--- config.mk ---
export PLATFORM = sky130hd
export DESIGN_NAME = ball_physics
export DESIGN_NICKNAME = d
export VERILOG_FILES = /design/src/rtl/ball_physics_pkg.sv /design/src/rtl/brick_locator.sv /design/src/rtl/ball_physics.sv
export SDC_FILE = /design/constraint.sdc
export NUM_CORES = 1
export LEC_CHECK = 0
export ABC_AREA = 1
export CAP_MARGIN = 20
export CORE_MARGIN = 3
export CORE_UTILIZATION = 55
export CTS_CLUSTER_DIAMETER = 200
export DETAILED_ROUTE_END_ITERATION = 8
export GPL_ROUTABILITY_DRIVEN = 0
export PLACE_DENSITY = 0.74
export SLEW_MARGIN = 40
export SYNTH_ARGS = -nofsm -noshare
export SYNTH_HDL_FRONTEND = slang
export SYNTH_SLANG_ARGS = --single-unit
--- constraint.sdc ---
create_clock -name CLK -period 12.65 [get_ports CLK]
set_input_delay 2.53 -clock CLK [delete_from_list [all_inputs] [get_ports CLK]]
set_output_delay 2.53 -clock CLK [all_outputs]
set_load 0.1 [all_outputs]
--- src/rtl/ball_physics_pkg.sv ---
// Shared geometry, FSM state encoding and ball kinematics payload for the
// ball_physics engine and its brick_locator helper.
package ball_physics_pkg;

    // Screen, brick grid, paddle and ball geometry (pixels).
    localparam int unsigned SCREEN_W  = 800;
    localparam int unsigned SCREEN_H  = 600;
    localparam int unsigned GRID_X0   = 16;
    localparam int unsigned GRID_Y0   = 64;
    localparam int unsigned BRICK_W   = 48;
    localparam int unsigned BRICK_H   = 16;
    localparam int unsigned GRID_COLS = 16;
    localparam int unsigned GRID_ROWS = 8;
    localparam int unsigned PADDLE_W  = 80;
    localparam int unsigned PADDLE_Y  = 560;
    localparam int unsigned BALL_SIZE = 8;
    localparam int unsigned SPEED     = 3;

    localparam int unsigned PIX_W     = 10;
    localparam int unsigned ADDR_W    = 7;
    localparam int unsigned VEL_W     = 4;

    // Derived positions.
    localparam int unsigned BALL_X_MAX  = SCREEN_W - BALL_SIZE;             // 792
    localparam int unsigned REST_Y      = PADDLE_Y - BALL_SIZE;             // 552
    localparam int unsigned HALF_BALL   = BALL_SIZE / 2;                    // 4
    localparam int unsigned PADDLE_OFS  = PADDLE_W / 2 - BALL_SIZE / 2;     // 36
    localparam int unsigned RESET_X     = SCREEN_W / 2 - BALL_SIZE / 2;     // 396

    typedef enum logic [2:0] {
        S_IDLE,
        S_WAIT,        // MOVE wait sub-state: idle until the next frame strobe
        S_MOVE,
        S_PROBE,
        S_PROBE_WAIT,
        S_RESOLVE,
        S_COMMIT
    } state_e;

    // Ball position (top-left corner) and velocity.
    typedef struct packed {
        logic [PIX_W-1:0]        x;
        logic [PIX_W-1:0]        y;
        logic signed [VEL_W-1:0] dx;
        logic signed [VEL_W-1:0] dy;
    } ball_t;

    localparam ball_t BALL_RESET = '{
        x:  PIX_W'(RESET_X),
        y:  PIX_W'(REST_Y),
        dx: 4'sd1,
        dy: -4'sd3
    };

    // Horizontal rebound speed from the ball-centre offset along the paddle.
    function automatic logic signed [VEL_W-1:0] paddle_dx(input logic signed [10:0] ofs);
        logic signed [VEL_W-1:0] r;
        if (ofs < 11'sd20)      r = -4'sd3;
        else if (ofs < 11'sd40) r = -4'sd1;
        else if (ofs < 11'sd60) r = 4'sd1;
        else                    r = 4'sd3;
        return r;
    endfunction

endpackage

--- src/rtl/brick_locator.sv ---
// Maps a ball centre (cx,cy) to the brick grid cell under it.
// Ports: cx, cy (pixel centre) -> in_grid_c (centre lies on the grid),
//        addr_c ({row[2:0], col[3:0]}, meaningful only when in_grid_c).
module brick_locator
    import ball_physics_pkg::*;
(
    input  logic [PIX_W-1:0]  cx,
    input  logic [PIX_W-1:0]  cy,
    output logic              in_grid_c,
    output logic [ADDR_W-1:0] addr_c
);

    logic [3:0] col;
    logic [2:0] row;

    // Column via a threshold chain on brick left edges, no divider needed.
    always_comb begin
        in_grid_c = (cx >= PIX_W'(GRID_X0))
                 && (cx <  PIX_W'(GRID_X0 + GRID_COLS * BRICK_W))
                 && (cy >= PIX_W'(GRID_Y0))
                 && (cy <  PIX_W'(GRID_Y0 + GRID_ROWS * BRICK_H));
        col = '0;
        for (int unsigned k = 1; k < GRID_COLS; k++) begin
            if (cx >= PIX_W'(GRID_X0 + k * BRICK_W)) col = 4'(k);
        end
        row    = 3'((cy - PIX_W'(GRID_Y0)) >> $clog2(BRICK_H));
        addr_c = {row, col};
    end

endmodule

--- src/rtl/ball_physics.sv ---
// Per-frame ball motion and collision engine. On FRAME_DONE the ball is
// stepped, walls/paddle/floor resolved, one brick probed through the brick
// memory port, and the new position committed within 5 cycles.
// Ports: CLK, RST_N (sync, active-low), FRAME_DONE (step strobe), LAUNCH,
//        PADDLE_X_PIXEL (paddle left edge), BALL_X/Y_PIXEL (ball position),
//        BLOCK_ADDR / BLOCK_ALIVE / BLOCK_KILL (brick memory port),
//        BRICK_HIT (score pulse), BALL_LOST (floor pulse).
module ball_physics
    import ball_physics_pkg::*;
(
    input  logic              CLK,
    input  logic              RST_N,
    input  logic              FRAME_DONE,
    input  logic              LAUNCH,
    input  logic [PIX_W-1:0]  PADDLE_X_PIXEL,
    output logic [PIX_W-1:0]  BALL_X_PIXEL,
    output logic [PIX_W-1:0]  BALL_Y_PIXEL,
    output logic [ADDR_W-1:0] BLOCK_ADDR,
    input  logic              BLOCK_ALIVE,
    output logic              BLOCK_KILL,
    output logic              BRICK_HIT,
    output logic              BALL_LOST
);

    localparam logic signed [10:0] X_MAX_S    = 11'(BALL_X_MAX);
    localparam logic signed [10:0] BALL_S     = 11'(BALL_SIZE);
    localparam logic signed [10:0] HALF_S     = 11'(HALF_BALL);
    localparam logic signed [10:0] PADDLE_Y_S = 11'(PADDLE_Y);
    localparam logic signed [10:0] PADDLE_W_S = 11'(PADDLE_W);
    localparam logic signed [10:0] REST_Y_S   = 11'(REST_Y);
    localparam logic signed [10:0] FLOOR_S    = 11'(SCREEN_H);
    localparam logic signed [3:0]  SPEED_S    = 4'(SPEED);

    state_e state_q, state_d;
    ball_t  ball_q, ball_d;     // committed position/velocity
    ball_t  work_q, work_d;     // candidate for this frame
    logic [ADDR_W-1:0] addr_q, addr_d;
    logic kill_q, kill_d, hit_q, hit_d, lost_q, lost_d;

    logic signed [10:0] nx, ny, px;
    logic signed [3:0]  ndx, ndy;
    logic               paddle_hit_c, mv_lost_c, loc_in_grid_c;
    ball_t              mv_ball_c;
    logic [ADDR_W-1:0]  loc_addr_c;

    function automatic logic signed [10:0] sext_vel(input logic signed [3:0] v);
        return $signed({{7{v[3]}}, v});
    endfunction

    function automatic logic signed [3:0] abs_vel(input logic signed [3:0] v);
        return v[3] ? -v : v;
    endfunction

    // One motion step from the committed ball: walls, paddle, then floor.
    always_comb begin
        px  = $signed({1'b0, PADDLE_X_PIXEL});
        nx  = $signed({1'b0, ball_q.x}) + sext_vel(ball_q.dx);
        ny  = $signed({1'b0, ball_q.y}) + sext_vel(ball_q.dy);
        ndx = ball_q.dx;
        ndy = ball_q.dy;
        if (nx < 11'sd0) begin
            nx  = 11'sd0;
            ndx = abs_vel(ball_q.dx);
        end else if (nx > X_MAX_S) begin
            nx  = X_MAX_S;
            ndx = -abs_vel(ball_q.dx);
        end
        if (ny < 11'sd0) begin
            ny  = 11'sd0;
            ndy = SPEED_S;
        end
        // Falling ball whose bottom edge crosses the paddle top this frame.
        paddle_hit_c = !ball_q.dy[3]
                    && ($signed({1'b0, ball_q.y}) + BALL_S <= PADDLE_Y_S)
                    && (ny + BALL_S > PADDLE_Y_S)
                    && (nx + BALL_S > px)
                    && (nx < px + PADDLE_W_S);
        if (paddle_hit_c) begin
            ny  = REST_Y_S;
            ndy = -SPEED_S;
            ndx = paddle_dx(nx + HALF_S - px);
        end
        mv_lost_c    = (ny >= FLOOR_S);
        mv_ball_c.x  = nx[PIX_W-1:0];
        mv_ball_c.y  = ny[PIX_W-1:0];
        mv_ball_c.dx = ndx;
        mv_ball_c.dy = ndy;
    end

    brick_locator u_locator (
        .cx        (work_q.x + PIX_W'(HALF_BALL)),
        .cy        (work_q.y + PIX_W'(HALF_BALL)),
        .in_grid_c (loc_in_grid_c),
        .addr_c    (loc_addr_c)
    );

    // Frame sequencer.
    always_comb begin
        state_d = state_q;
        ball_d  = ball_q;
        work_d  = work_q;
        addr_d  = addr_q;
        kill_d  = 1'b0;
        hit_d   = 1'b0;
        lost_d  = 1'b0;
        case (state_q)
            S_IDLE: begin
                if (FRAME_DONE) begin
                    ball_d.x = PADDLE_X_PIXEL + PIX_W'(PADDLE_OFS);
                    ball_d.y = PIX_W'(REST_Y);
                    if (LAUNCH) begin
                        ball_d.dx = 4'sd1;
                        ball_d.dy = -SPEED_S;
                        state_d   = S_MOVE;
                    end
                end
            end
            S_WAIT: begin
                if (FRAME_DONE) state_d = S_MOVE;
            end
            S_MOVE: begin
                if (mv_lost_c) begin
                    lost_d  = 1'b1;
                    state_d = S_IDLE;
                end else begin
                    work_d  = mv_ball_c;
                    state_d = S_PROBE;
                end
            end
            S_PROBE: begin
                if (loc_in_grid_c) begin
                    addr_d  = loc_addr_c;
                    state_d = S_PROBE_WAIT;
                end else begin
                    state_d = S_COMMIT;
                end
            end
            S_PROBE_WAIT: state_d = S_RESOLVE;
            S_RESOLVE: begin
                // Bounce off the brick without entering it.
                if (BLOCK_ALIVE) begin
                    kill_d    = 1'b1;
                    hit_d     = 1'b1;
                    work_d.dy = -work_q.dy;
                    work_d.y  = ball_q.y;
                end
                state_d = S_COMMIT;
            end
            S_COMMIT: begin
                ball_d  = work_q;
                state_d = S_WAIT;
            end
            default: state_d = S_IDLE;
        endcase
    end

    always_ff @(posedge CLK) begin
        if (!RST_N) begin
            state_q <= S_IDLE;
            ball_q  <= BALL_RESET;
            work_q  <= BALL_RESET;
            addr_q  <= '0;
            kill_q  <= 1'b0;
            hit_q   <= 1'b0;
            lost_q  <= 1'b0;
        end else begin
            state_q <= state_d;
            ball_q  <= ball_d;
            work_q  <= work_d;
            addr_q  <= addr_d;
            kill_q  <= kill_d;
            hit_q   <= hit_d;
            lost_q  <= lost_d;
        end
    end

    assign BALL_X_PIXEL = ball_q.x;
    assign BALL_Y_PIXEL = ball_q.y;
    assign BLOCK_ADDR   = addr_q;
    assign BLOCK_KILL   = kill_q;
    assign BRICK_HIT    = hit_q;
    assign BALL_LOST    = lost_q;

endmodule

# After elaboration in Yosys (flattened, before gate mapping)
# Cells that the tools add are included.
# Widths: inputs -> output; s select.
# word_totals
inputBits	15
regBits	68
romBits	0
mem_count	0
elab_cells	132
mem_bits_rw	0
output_inout_bits	30
latchBits	0
# classes
muxes	44
bitwise_logic	1
shifts	0
eq_ne	11
reduce_logical	19
addsub	15
n_div	0
magnitude_cmp	30
n_mul	0
# op_table
cell	count
$mux 4	23
$ge 10x9->1 const B	6
$pmux 28 s2	1
$ge 10x10->1 const B	5
$mux 11	4
$ge 10x7->1 const B	3
$mux 28	1
$add 11x4->11	2
$add 11x5->11 const B	2
$gt 11x11->1 const B	2
$lt 11x1->1 const B	2
$lt 11x7->1 const B	2
$pmux 3 s7	1
$add 10x3->10 const B	2
$ge 10x8->1 const B	2
$pmux 10 s2	1
$mux 18	1
$neg 4->4	3
$add 10x4->11 const B	1
$add 10x7->11 const B	1
$add 11x4->11 const B	1
$ge 11x11->1 const B	1
$gt 11x11->1	1
$le 11x11->1 const B	1
25 further kinds	51

# Depth between registers and ports, before layout
# Gate-level depths: netlist of the first run.
# depth
word_depth	17
depth_mapped	33
ltp_nobuf	33

# Hierarchy
# From an unflattened synthesis of the first run, not the netlist that was laid out.
# unflattened
cells_unflattened	1009
hier_area_um2	6454.9
# by_module_without_submodules
module	area_per_inst_um2	instances	seq_area_each_um2	cells_each
ball_physics	6138.4	1	1361.3	946
brick_locator	316.6	1	0.0	63

# Worst setup path before layout of the first run
# OpenSTA, ideal clock, no wires.
# synth_timing
path_kind	input to register
start	input port PADDLE_X_PIXEL[4]
end	register work_q[4] (netlist bit)
path_buffers	1
cell_stages	18
setup_ns	0.117
t_required_ns	12.533
path_slack_ns	7.789
arrival_ns	4.745
path_cell_list	ha_1 > or2_2 > nand2_1 > xor2_1 > ha_1 > a21oi_1 > o21ai_0 > nand2_1 > nand4_1 > a21oi_2 > nand3_4 > nand3_1 > nand2_2 > nand2_2 > nand2_4 > buf_2 > a21oi_1 > nand2_1
# synth_via
elab_chain_cells	7
# synth_rtl
item	line	rtl
start: declaration	ball_physics.sv:15	input logic [PIX_W-1:0] PADDLE_X_PIXEL,
$add 10x7->11 or $gt 11x11->1 (tied branches)	ball_physics.sv:77, ball_physics.sv:76	
$lt 11x11->1 or $logic_and 1x1->1 (tied branches)	ball_physics.sv:77, ball_physics.sv:76	
$logic_and 1x1->1	ball_physics.sv:77	&& (nx < px + PADDLE_W_S);
$mux 11	ball_physics.sv:78	if (paddle_hit_c) begin
$ge 11x11->1	ball_physics.sv:83	mv_lost_c = (ny >= FLOOR_S);
$not 1->1 (no line)	--	
$reduce_and 2->1 (no line)	--	
end signal: assignment	ball_physics.sv:169	work_q <= work_d;
end: declaration	ball_physics.sv:36	ball_t work_q, work_d;
# Several ways; a longest one is shown, not always the timed one.
# A chain may end at the register's enable or synchronous reset.

# Final worst setup path of the first run
# layout_timing
start	register ball_q[4] (netlist bit)
end	register work_q[18] (netlist bit)
# layout_via
elab_chain_cells	12
# layout_rtl
item	line	rtl
start: declaration	ball_physics.sv:35	ball_t ball_q, ball_d;
start signal: assignment	ball_physics.sv:168	ball_q <= ball_d;
$add 11x4->11 (*)	ball_physics.sv:57	nx = $signed({1'b0, ball_q.x}) + sext_vel(ball_q.dx);
$gt 11x11->1	ball_physics.sv:64	end else if (nx > X_MAX_S) begin
$mux 11	ball_physics.sv:64	
$mux 11 (*)	ball_physics.sv:61	if (nx < 11'sd0) begin
named net nx[4]	ball_physics.sv:40	logic signed [10:0] nx, ny, px;
$add 11x5->11	ball_physics.sv:76	&& (nx + BALL_S > px)
$gt 11x11->1	ball_physics.sv:76	
$logic_and 1x1->1	ball_physics.sv:76	
$logic_and 1x1->1 (*)	ball_physics.sv:77	
$mux 11 (*)	ball_physics.sv:78	
$ge 11x11->1 (*)	ball_physics.sv:83	
$not 1->1 (no line) (*)	--	
$reduce_and 2->1 (no line) (*)	--	
# Mark *: on every way through the listed nets, which the timed path passes. The rest lies on a longest branch.

==> results of run 1 <==
[worst max-delay path, delay by kind of cell (launching register included)]
family | cells | cell delay (ps)
flip-flops | 1 | 360
buffers and inverters | 2 | 350
AO/OA/AOI/OAI | 4 | 940
AND/OR/NAND/NOR | 20 | 2830
adder cells (fa/ha/maj) | 4 | 1200
XOR/XNOR | 1 | 130
[Yosys cell counts (all sizes together)]
cell type | instances | area share, %
a21oi | 57 | 4.7
a31o | 2 | 0.28
a21boi | 1 | 0.18
fa | 5 | 1.6
nor2 | 96 | 6.2
nand4 | 20 | 2.0
o2111ai | 2 | 0.28
nor3b | 1 | 0.12
o211ai | 7 | 0.84
a221oi | 1 | 0.14
o21bai | 4 | 0.48
nand2 | 280 | 17
ha | 61 | 12
xnor2 | 8 | 1.1
xor2 | 21 | 2.9
clkinv | 3 | 0.18
o311ai | 1 | 0.14
a31oi | 9 | 0.90
dfxtp | 68 | 22
clkbuf | 13 | 0.78
or4 | 1 | 0.12
o21ai | 46 | 3.7
nor4 | 1 | 0.10
o21a | 3 | 0.36
o22ai | 10 | 1.0
buf | 28 | 3.4
nor3 | 14 | 1.1
a21o | 6 | 0.72
or2 | 9 | 0.90
nand3 | 72 | 6.2
o221ai | 2 | 0.28
nand3b | 2 | 0.24
o31ai | 1 | 0.12
inv | 127 | 7.6
a211oi | 1 | 0.12
[state kept, by name (all words and copies together) (netlist names)]
register and flops:
BALL_LOST 1, ball_q 8, BLOCK_ADDR 7, BALL_X_PIXEL 10
work_q 28, BRICK_HIT 1, state_q 3, BALL_Y_PIXEL 10
[path summary, 6_finish.rpt]
check / from / to / slack [ps] / cells after the start
min reg2reg: work_q[6]$_SDFFE_PN0P_ / ball_q[6]$_SDFFE_PN0P_ / 460 / 2
max: ball_q[4]$_SDFFE_PN1P_ / work_q[18]$_SDFFE_PN0P_ / 6740 / 31
min: work_q[6]$_SDFFE_PN0P_ / ball_q[6]$_SDFFE_PN0P_ / 460 / 2
max reg2reg: ball_q[4]$_SDFFE_PN1P_ / work_q[18]$_SDFFE_PN0P_ / 6740 / 31
[per-stage QoR]
step / utilization (%) / total power [mW] / instance area, sq um
4_1_cts: 61.86 / 0.7847 / 6794
2_1_floorplan: - / 0.4767 / 6260
3_3_place_gp: 60.48 / 0.5357 / 6643
6_report: 61.86 / 0.7865 / 6794
3_5_place_dp: 59.11 / 0.5341 / 6492
5_1_grt: 61.86 / 0.8412 / 6794
[kinds of logic (layout without fill, tap and decap cells)]
logic type,count (synthesis),after routing,synth area share [%]
buffers and inverters,171,194,11.99
AO/OA/AOI/OAI,153,153,14.31
flip-flops,68,68,21.75
AND/OR/NAND/NOR,496,496,34.10
adder cells (fa/ha/maj),66,66,13.79
XOR/XNOR,29,29,4.058
[cell usage in the layout, fill, tap and decap left out, types with 3 or more instances in the layout]
cell type and n:
o21ai_1 9, o21bai_1 4, o21ai_0 36, dfxtp_1 68, clkinv_1 3, a21oi_1 54, nor3_1 14, nand2_2 6
nand4_1 20, nand3_1 68, o211ai_1 7, nand2_1 273, xor2_1 21, fa_1 5, or2_1 3, inv_2 5
nor2_1 90, clkbuf_16 9, o22ai_1 10, xnor2_1 8, clkinv_2 3, a31oi_1 9, nor2_2 4, clkdlybuf4s50_1 14
nand3_2 3, or2_2 6, a21oi_2 3, buf_4 4, o21a_1 3, ha_1 61, a21o_1 6, buf_2 30
inv_1 122
[metal layers]
| metal | wire (um) | global-route usage, % | vias up |
|---|---|---|---|
| met1 | 8082 | 37.36 | 2774 |
| li1 | - | - | 3241 |
| met5 | 0 | 0 | - |
| met3 | 910 | 4.313 | 17 |
| met4 | 179 | 5.689 | 0 |
| met2 | 7191 | 40.36 | 152 |
[power groups by stage]
stage / Sequential, mW / Clock (mW) / Combinational (mW)
floorplan: 0.246 / 0 / 0.230
global placement: 0.251 / 0 / 0.285
detailed placement: 0.251 / 0 / 0.283
CTS: 0.246 / 0.253 / 0.286
global route: 0.248 / 0.264 / 0.329
finish: 0.247 / 0.252 / 0.288
[final cells by class]
cell class / instances / area (sq um) / area share (%)
Clock inverter: 6 / 62.56 / 0.9208
Sequential cell: 68 / 1361 / 20.04
Multi-Input combinational cell: 744 / 4148 / 61.05
Tap cell: 140 / 175.2 / 2.578
Clock buffer: 10 / 239.0 / 3.517
Timing Repair Buffer: 48 / 320.3 / 4.715
Inverter: 130 / 488.0 / 7.182
==> results.ini, run 1 <==
[yosys]
synth_area_sq_um=6260
yosys_warnings=0
synth_nets=1064
avgSynthCellArea_sq_um=6.368
synth-seq-cells=68
syn_inst=983
yosysSeqAreaShare_pct=21.75
netlist-cell-type-count=48

[sta]
finalHoldViolCount=0
grt_setup_unrepaired=false
fin_skew_ps=8.284
slew_headroom_pct=54.27
worst_slack_ps=6738
final.min_clock_period_ps=5912
min_period_over_period_pct=46.74
slew_violations=0
setup_tns_ps=0
finalSetupViolations=0
timing.fmax_mhz=169.1
worst_hold_slack_ps=463.8
tightest_slew_ps=680.7

[pwr]
p_clk_share_pct=32.0
p_sw_mw=0.3020
combPwrFrac_pct=36.6
switching_share_pct=38.40
ir_drop_uv=96.74
powerDensity_nw_per_um2=115.8
p_int_mw=0.4845
p_leak_nw=3.585
seqPwrFrac_pct=31.4

[clock_network]
htreeDepth=3
cts_tree=built
hold_buffers=0
clk_latency_ps=330
postCtsSetupBuffers=0
numCtsBuffers=9
clk_path_buf_depth=2
root_buffer=clkbuf_16
cts_resized=0
clk_pin_slew_ps=60
clock-sinks=68

[global_routing]
grt_start_max_net_pins=46
grtUsageTotal_pct=25.82
grt_pass1_wl_um=26960
grt_pass1_vias=5537
gr-total-overflow=0
antenna_found_initial=0

[cells_and_area]
area_delta_synth_final_pct=8.535
n_fill_cell=1058
nNetsFinal=1082
final_cells=1146
drive_gt1_share_pct=8.449
antenna_cells=0

[place]
place.port_buffers=44
placed_cells=1130
place_ws_ps=6594
place.detailed.hpwl_um=12670

[worst_setup_path]
crit_type=flip-flop to flip-flop
cpMaxStageDelayCell=fa_1
worstSetupStartpointType=flip-flop
required_ps=12870
cp.arrival_ps=6130
critPathCaptureType=flip-flop
critical_path.max_stage_delay_ps=410
path_max_fanout=35

[job]
maxCapViolCount=0

[die]
fp.dieW_um=112.7
core_area_sq_um=10980
initial_core_util_pct=56.99
std_cell_rows=38
die_h_um=112.7
die_area_sq_um=12700
ios=45

[outcome]
status=completed

[route]
drc=0
final_antenna_net_count=0
dr.pass1.iters=5
vias_per_cell=5.396
num_vias=6184
drtIter0Drc=444
wl_um=16360
wl_per_cell_um=14.28

[hold_path]
min_path_type=flip-flop to flip-flop

(Power assumes the default switching activity.)
==> inputs of run 2 (changes only) <==
clock period = 5.7 ns   (was 12.65 ns; I/O delays follow)
==> results.ini, run 2 (synthesized netlist as in run 1, its figures left out) <==
[sta]
slew_violations=0  ; unchanged
worst_slack_ps=482.2  ; -6256 ps
min_period_over_period_pct=91.54  ; +45 points
setup_tns_ps=0  ; unchanged
fin_skew_ps=7.192  ; -1.092 ps
slew_headroom_pct=17.24  ; -37 points
finalSetupViolations=0  ; unchanged
tightest_slew_ps=1232  ; +551.3 ps
final.min_clock_period_ps=5218  ; -694.3 ps
grt_setup_unrepaired=false
timing.fmax_mhz=191.7  ; +13%
finalHoldViolCount=0  ; unchanged

[worst_setup_path]
critPathCaptureType=flip-flop
cp.arrival_ps=5490  ; -640 ps
path_max_fanout=7  ; -80%
cpMaxStageDelayCell=fa_1
worst_r2r_endpoint=work_q[6]$_SDFFE_PN0P_
required_ps=5970  ; -6900 ps
crit_type=flip-flop to flip-flop
worstSetupStartpointType=flip-flop
reg2reg_slack_ps=480  ; -6260 ps
r2r_start=ball_q[4]$_SDFFE_PN1P_
reg2reg_depth=31  ; unchanged
critical_path.max_stage_delay_ps=410  ; about the same

[hold_path]
whs_endpoint=BLOCK_ADDR[6]$_SDFFE_PN0P_
min_path_type=flip-flop to flip-flop
min-delay-start=BLOCK_ADDR[6]$_SDFFE_PN0P_
min_delay_path_depth=2  ; unchanged

[die]
std_cell_rows=38  ; unchanged
die_area_sq_um=12700  ; unchanged
core_area_sq_um=10980  ; unchanged
ios=45  ; unchanged
initial_core_util_pct=56.99  ; unchanged
fp.dieW_um=112.7  ; unchanged
die_h_um=112.7  ; unchanged

[cells_and_area]
most-common-layout-cells=271 x nand2_1, 122 x inv_1, 88 x nor2_1
final_util_pct=62.86  ; +1.0 points
largest_register_ffs=28  ; unchanged
top_register=work_q
antenna_cells=0  ; unchanged
nNetsFinal=1086  ; +0.37%
area_delta_synth_final_pct=10.29
layout_commonest_cell=nand2_1
drive_gt1_share_pct=9.802  ; +1.4 points

[route]
vias_per_cell=5.447  ; +0.94%
wl_um=16490  ; +0.74%
wl_per_cell_um=14.33  ; +0.39%
top_layer_used=met4
wl_met3_um=1251  ; +37%
num_vias=6264  ; +1.3%
met2_length_um=7181  ; -0.14%
dr.pass1.iters=5  ; unchanged
final_antenna_net_count=0  ; unchanged
wl_met1_um=7818  ; -3.3%
drtIter0Drc=535  ; +20%
drc=0  ; unchanged

[clock_network]
clk_pin_slew_ps=60  ; about the same
numCtsBuffers=9  ; unchanged
clk_path_buf_depth=2  ; unchanged
clk_latency_ps=330  ; about the same
cts_resized=0  ; unchanged
clock-sinks=68  ; unchanged
postCtsSetupBuffers=0  ; unchanged
hold_buffers=0  ; unchanged
cts_tree=built
htreeDepth=3  ; unchanged
root_buffer=clkbuf_16

[pwr]
powerDensity_nw_per_um2=257.1  ; +120%
p_leak_nw=3.612  ; +0.77%
ir_drop_uv=267.9  ; +180%

[global_routing]
grt_pass1_wl_um=27230  ; +1.0%
grtUsageTotal_pct=25.98  ; +0.17 points
grt_start_max_net_pins=46  ; unchanged
antenna_found_initial=0  ; unchanged
grt_pass1_vias=5624  ; +1.6%
gr-total-overflow=0  ; unchanged

[job]
maxCapViolCount=0  ; unchanged

[outcome]
status=completed

[place]
place.detailed.hpwl_um=12600  ; -0.54%
place.port_buffers=44  ; unchanged
place_ws_ps=89.03  ; -6505 ps

[run 2: cell types whose count changed in the layout (fill, tap and decap cells not counted), moves of 2 or more]
cell | previous run | this run
a21oi_1 | 54 | 50
buf_4 | 4 | 7
a21oi_2 | 3 | 7
nand2_8 | 0 | 2
nor2_1 | 90 | 88
clkinv_2 | 3 | 1
nand2_1 | 273 | 271
nor2_2 | 4 | 6
[run 2: area by class of cell]
class | instances | area, sq um
Clock inverter | 5 | 60.06
Fill cell | 1065 | 4079
Sequential cell | 68 | 1361
Tap cell | 140 | 175.2
Inverter | 130 | 495.5
Clock buffer | 11 | 252.7
Timing Repair Buffer | 51 | 342.8
Multi-Input combinational cell | 745 | 4217
[run 2: worst max-delay path: cells and delay by family, from the launching register on]
kind | cells | cell delay (ps)
and+or+nand+nor | 19 | 2370
adders and majority gates | 4 | 1350
AOI/OAI and AO/OA | 5 | 830
DFF | 1 | 350
buffers and inverters | 3 | 230
[run 2: how the worst max path moves through the flow]
| stage | from | endpoint | slack [ps] | cells after the start |
|---|---|---|---|---|
| final | ball_q[4]$_SDFFE_PN1P_ | work_q[6]$_SDFFE_PN0P_ | 480 | 31 |
| after global routing | ball_q[4]$_SDFFE_PN1P_ | work_q[7]$_SDFFE_PN0P_ | 8 | 31 |
| after CTS | ball_q[4]$_SDFFE_PN1P_ | work_q[18]$_SDFFE_PN0P_ | 70 | 31 |
| after detailed placement | ball_q[4]$_SDFFE_PN1P_ | work_q[18]$_SDFFE_PN0P_ | 90 | 31 |
| after global placement | ball_q[4]$_SDFFE_PN1P_ | work_q[18]$_SDFFE_PN0P_ | 260 | 31 |
| after floorplan | ball_q[4]$_SDFFE_PN1P_ | work_q[4]$_SDFFE_PN1P_ | 1000 | 30 |
[run 2: through the flow]
step                hold WS (ps)  std cells  area, sq um  power, mW
floorplan                  433.9        983         6260      1.058
global placement           451.1       1133         6665      1.192
detailed placement         451.7       1133         6515      1.186
CTS                        460.8       1149         6828      1.760
global route               488.1       1150         6904      1.895
finish                     456.5       1150         6904      1.775
[run 2: power breakdown]
| group | leakage (nW) | internal [mW] | switching [mW] |
|---|---|---|---|
| clock | 0.152 | 0.363 | 0.209 |
| combinational | 2.91 | 0.220 | 0.434 |
| sequential | 0.555 | 0.513 | 0.0355 |
[run 2: metal layers]
| metal | vias to the layer above | global-route usage (%) |
|---|---|---|
| li1 | 3254 | - |
| met1 | 2788 | 38.26 |
| met2 | 198 | 40.09 |
| met3 | 24 | 3.396 |
| met4 | 0 | 6.571 |
| met5 | - | 0 |
==> inputs of run 3 (changes only) <==
REMOVE_ABC_BUFFERS = 1   (was default)
SETUP_SLACK_MARGIN = 0.3   (was default)
SKIP_CTS_REPAIR_TIMING = 1   (was default)
==> results.ini, run 3 (synthesized netlist as in run 1, its figures left out) <==
[sta]
finalSetupViolations=0  ; unchanged
finalHoldViolCount=0  ; unchanged
setup_tns_ps=0  ; unchanged
grt_setup_unrepaired=false
tightest_slew_ps=1296  ; +64.48 ps
fin_skew_ps=4.518  ; -2.674 ps
worst_hold_slack_ps=470.1  ; +13.65 ps
slew_headroom_pct=12.91  ; -4.3 points
slew_violations=0  ; unchanged
timing.fmax_mhz=196.8  ; +2.7%
min_period_over_period_pct=89.14  ; -2.4 points
final.min_clock_period_ps=5081  ; -136.7 ps

[clock_network]
cts_tree=built
clock-sinks=68  ; unchanged
clk_pin_slew_ps=60  ; about the same
htreeDepth=3  ; unchanged
root_buffer=clkbuf_16
numCtsBuffers=9  ; unchanged
clk_latency_ps=340  ; about the same
clk_path_buf_depth=2  ; unchanged

[pwr]
seqPwrFrac_pct=30.6  ; -0.3 points
combPwrFrac_pct=37.9  ; +1.1 points
powerDensity_nw_per_um2=254.9  ; -0.83%
p_leak_nw=3.666  ; +1.5%
p_sw_mw=0.7068  ; +4.1%
ir_drop_uv=205.2  ; -23%
switching_share_pct=39.34  ; +1.1 points
p_clk_share_pct=31.5  ; -0.7 points
p_int_mw=1.090  ; -0.60%

[cells_and_area]
drive_gt1_share_pct=11.24  ; +1.4 points
largest_register_ffs=28  ; unchanged
area_delta_synth_final_pct=12.57
layout_commonest_cell=nand2_1
antenna_cells=0  ; unchanged
nNetsFinal=1099  ; +1.2%
most-common-layout-cells=271 x nand2_1, 121 x inv_1, 88 x nor2_1
top_register=work_q
n_fill_cell=1041  ; -2.3%

[worst_setup_path]
path_delay_family=simple AND/OR/NAND/NOR gates
path_buf_inv=2  ; -1
critical_path.max_stage_delay_ps=420  ; about the same
worstSetupStartpointType=flip-flop
crit_type=flip-flop to flip-flop
required_ps=5900  ; -70 ps
path_max_fanout=13  ; +6
cpMaxStageDelayCell=fa_1
cp.arrival_ps=5280  ; -210 ps
critPathCaptureType=flip-flop
critPathMostFrequentCell=nand3_1

[route]
final_antenna_net_count=0  ; unchanged
drtIter0Drc=521  ; -2.6%
drc=0  ; unchanged
dr.pass1.iters=5  ; unchanged
wl_um=16820  ; +2.0%
num_vias=6429  ; +2.6%
wl_per_cell_um=14.46  ; +0.88%
vias_per_cell=5.528  ; +1.5%

[global_routing]
grt_pass1_wl_um=28030  ; +2.9%
grt_pass1_vias=5781  ; +2.8%
antenna_found_initial=0  ; unchanged
grtUsageTotal_pct=26.62  ; +0.64 points
grt_start_max_net_pins=46  ; unchanged
gr-total-overflow=0  ; unchanged

[job]
maxCapViolCount=0  ; unchanged

[die]
die_h_um=112.7  ; unchanged
fp.dieW_um=112.7  ; unchanged
die_area_sq_um=12700  ; unchanged
initial_core_util_pct=56.99  ; unchanged
core_area_sq_um=10980  ; unchanged
std_cell_rows=38  ; unchanged
ios=45  ; unchanged

[place]
place.port_buffers=44  ; unchanged
place.detailed.hpwl_um=12700  ; +0.75%

[hold_path]
min_path_type=flip-flop to flip-flop

[outcome]
status=completed

run 3: cell count changes in the layout (fill, tap and decap cells not counted), sizes merged:
cell / before / now
clkinvlp: 1 / 4
inv: 127 / 128
buf: 37 / 49
clkinv: 6 / 4
clkbuf: 11 / 10
run 3: through the flow:
| stage | std cells | power (mW) | setup WS [ps] | instance area (sq um) | util [%] |
|---|---|---|---|---|---|
| global placement | 1136 | 1.197 | 349.5 | 6688 | 60.89 |
| floorplan | 942 | 1.033 | 240.5 | 5997 | - |
| global route | 1163 | 1.919 | 233.0 | 7047 | 64.16 |
| finish | 1163 | 1.797 | 619.0 | 7047 | 64.16 |
| detailed placement | 1136 | 1.193 | 113.8 | 6538 | 59.52 |
| CTS | 1152 | 1.756 | 82.73 | 6838 | 62.26 |
run 3: final timing paths:
| kind | start | to | slack, ps | depth (start not counted) |
|---|---|---|---|---|
| worst max-delay path | ball_q[4]$_SDFFE_PN1P_ | work_q[13]$_SDFFE_PN1P_ | 620 | 30 |
| worst min-delay path | work_q[12]$_SDFFE_PN0P_ | BALL_Y_PIXEL[4]$_SDFFE_PN0P_ | 470 | 2 |
| worst max register to register | ball_q[4]$_SDFFE_PN1P_ | work_q[13]$_SDFFE_PN1P_ | 620 | 30 |
| worst min register to register | work_q[12]$_SDFFE_PN0P_ | BALL_Y_PIXEL[4]$_SDFFE_PN0P_ | 470 | 2 |
run 3: layout make-up:
cell class,instances,area (sq um),area share [%]
multi-input cells,745,4250,60.32
flip-flops and latches,68,1361,19.32
inverters,130,494.2,7.013
repair buffers,64,465.4,6.605
clock buffers,9,225.2,3.196
well taps,140,175.2,2.486
clock inverters,7,75.07,1.065
run 3: worst register-to-register path: cells and delay by family, from the launching register on:
family / cells / cell delay, ps
AND/OR/NAND/NOR: 19 / 2360
adder cells (fa/ha/maj): 4 / 1150
flip-flops: 1 / 360
XOR/XNOR: 1 / 120
buffers and inverters: 2 / 290
AO/OA/AOI/OAI: 4 / 660
run 3: power groups by stage:
stage | Combinational (mW) | Sequential [mW] | Clock, mW
after floorplan | 0.425 | 0.608 | 0
after global placement | 0.638 | 0.559 | 0
after detailed placement | 0.634 | 0.558 | 0
after CTS | 0.639 | 0.549 | 0.568
after global routing | 0.772 | 0.554 | 0.592
final | 0.681 | 0.550 | 0.566
run 3: layer usage:
metal | wire (um) | global-route usage (%) | part of all wire [%] | vias to the layer above
met5 | 0 | 0 | 0 | -
met4 | 466 | 8.814 | 2.8 | 0
met3 | 960 | 3.881 | 5.7 | 31
met2 | 7226 | 39.85 | 43 | 189
met1 | 8164 | 39.13 | 49 | 2924
li1 | - | - | - | 3285
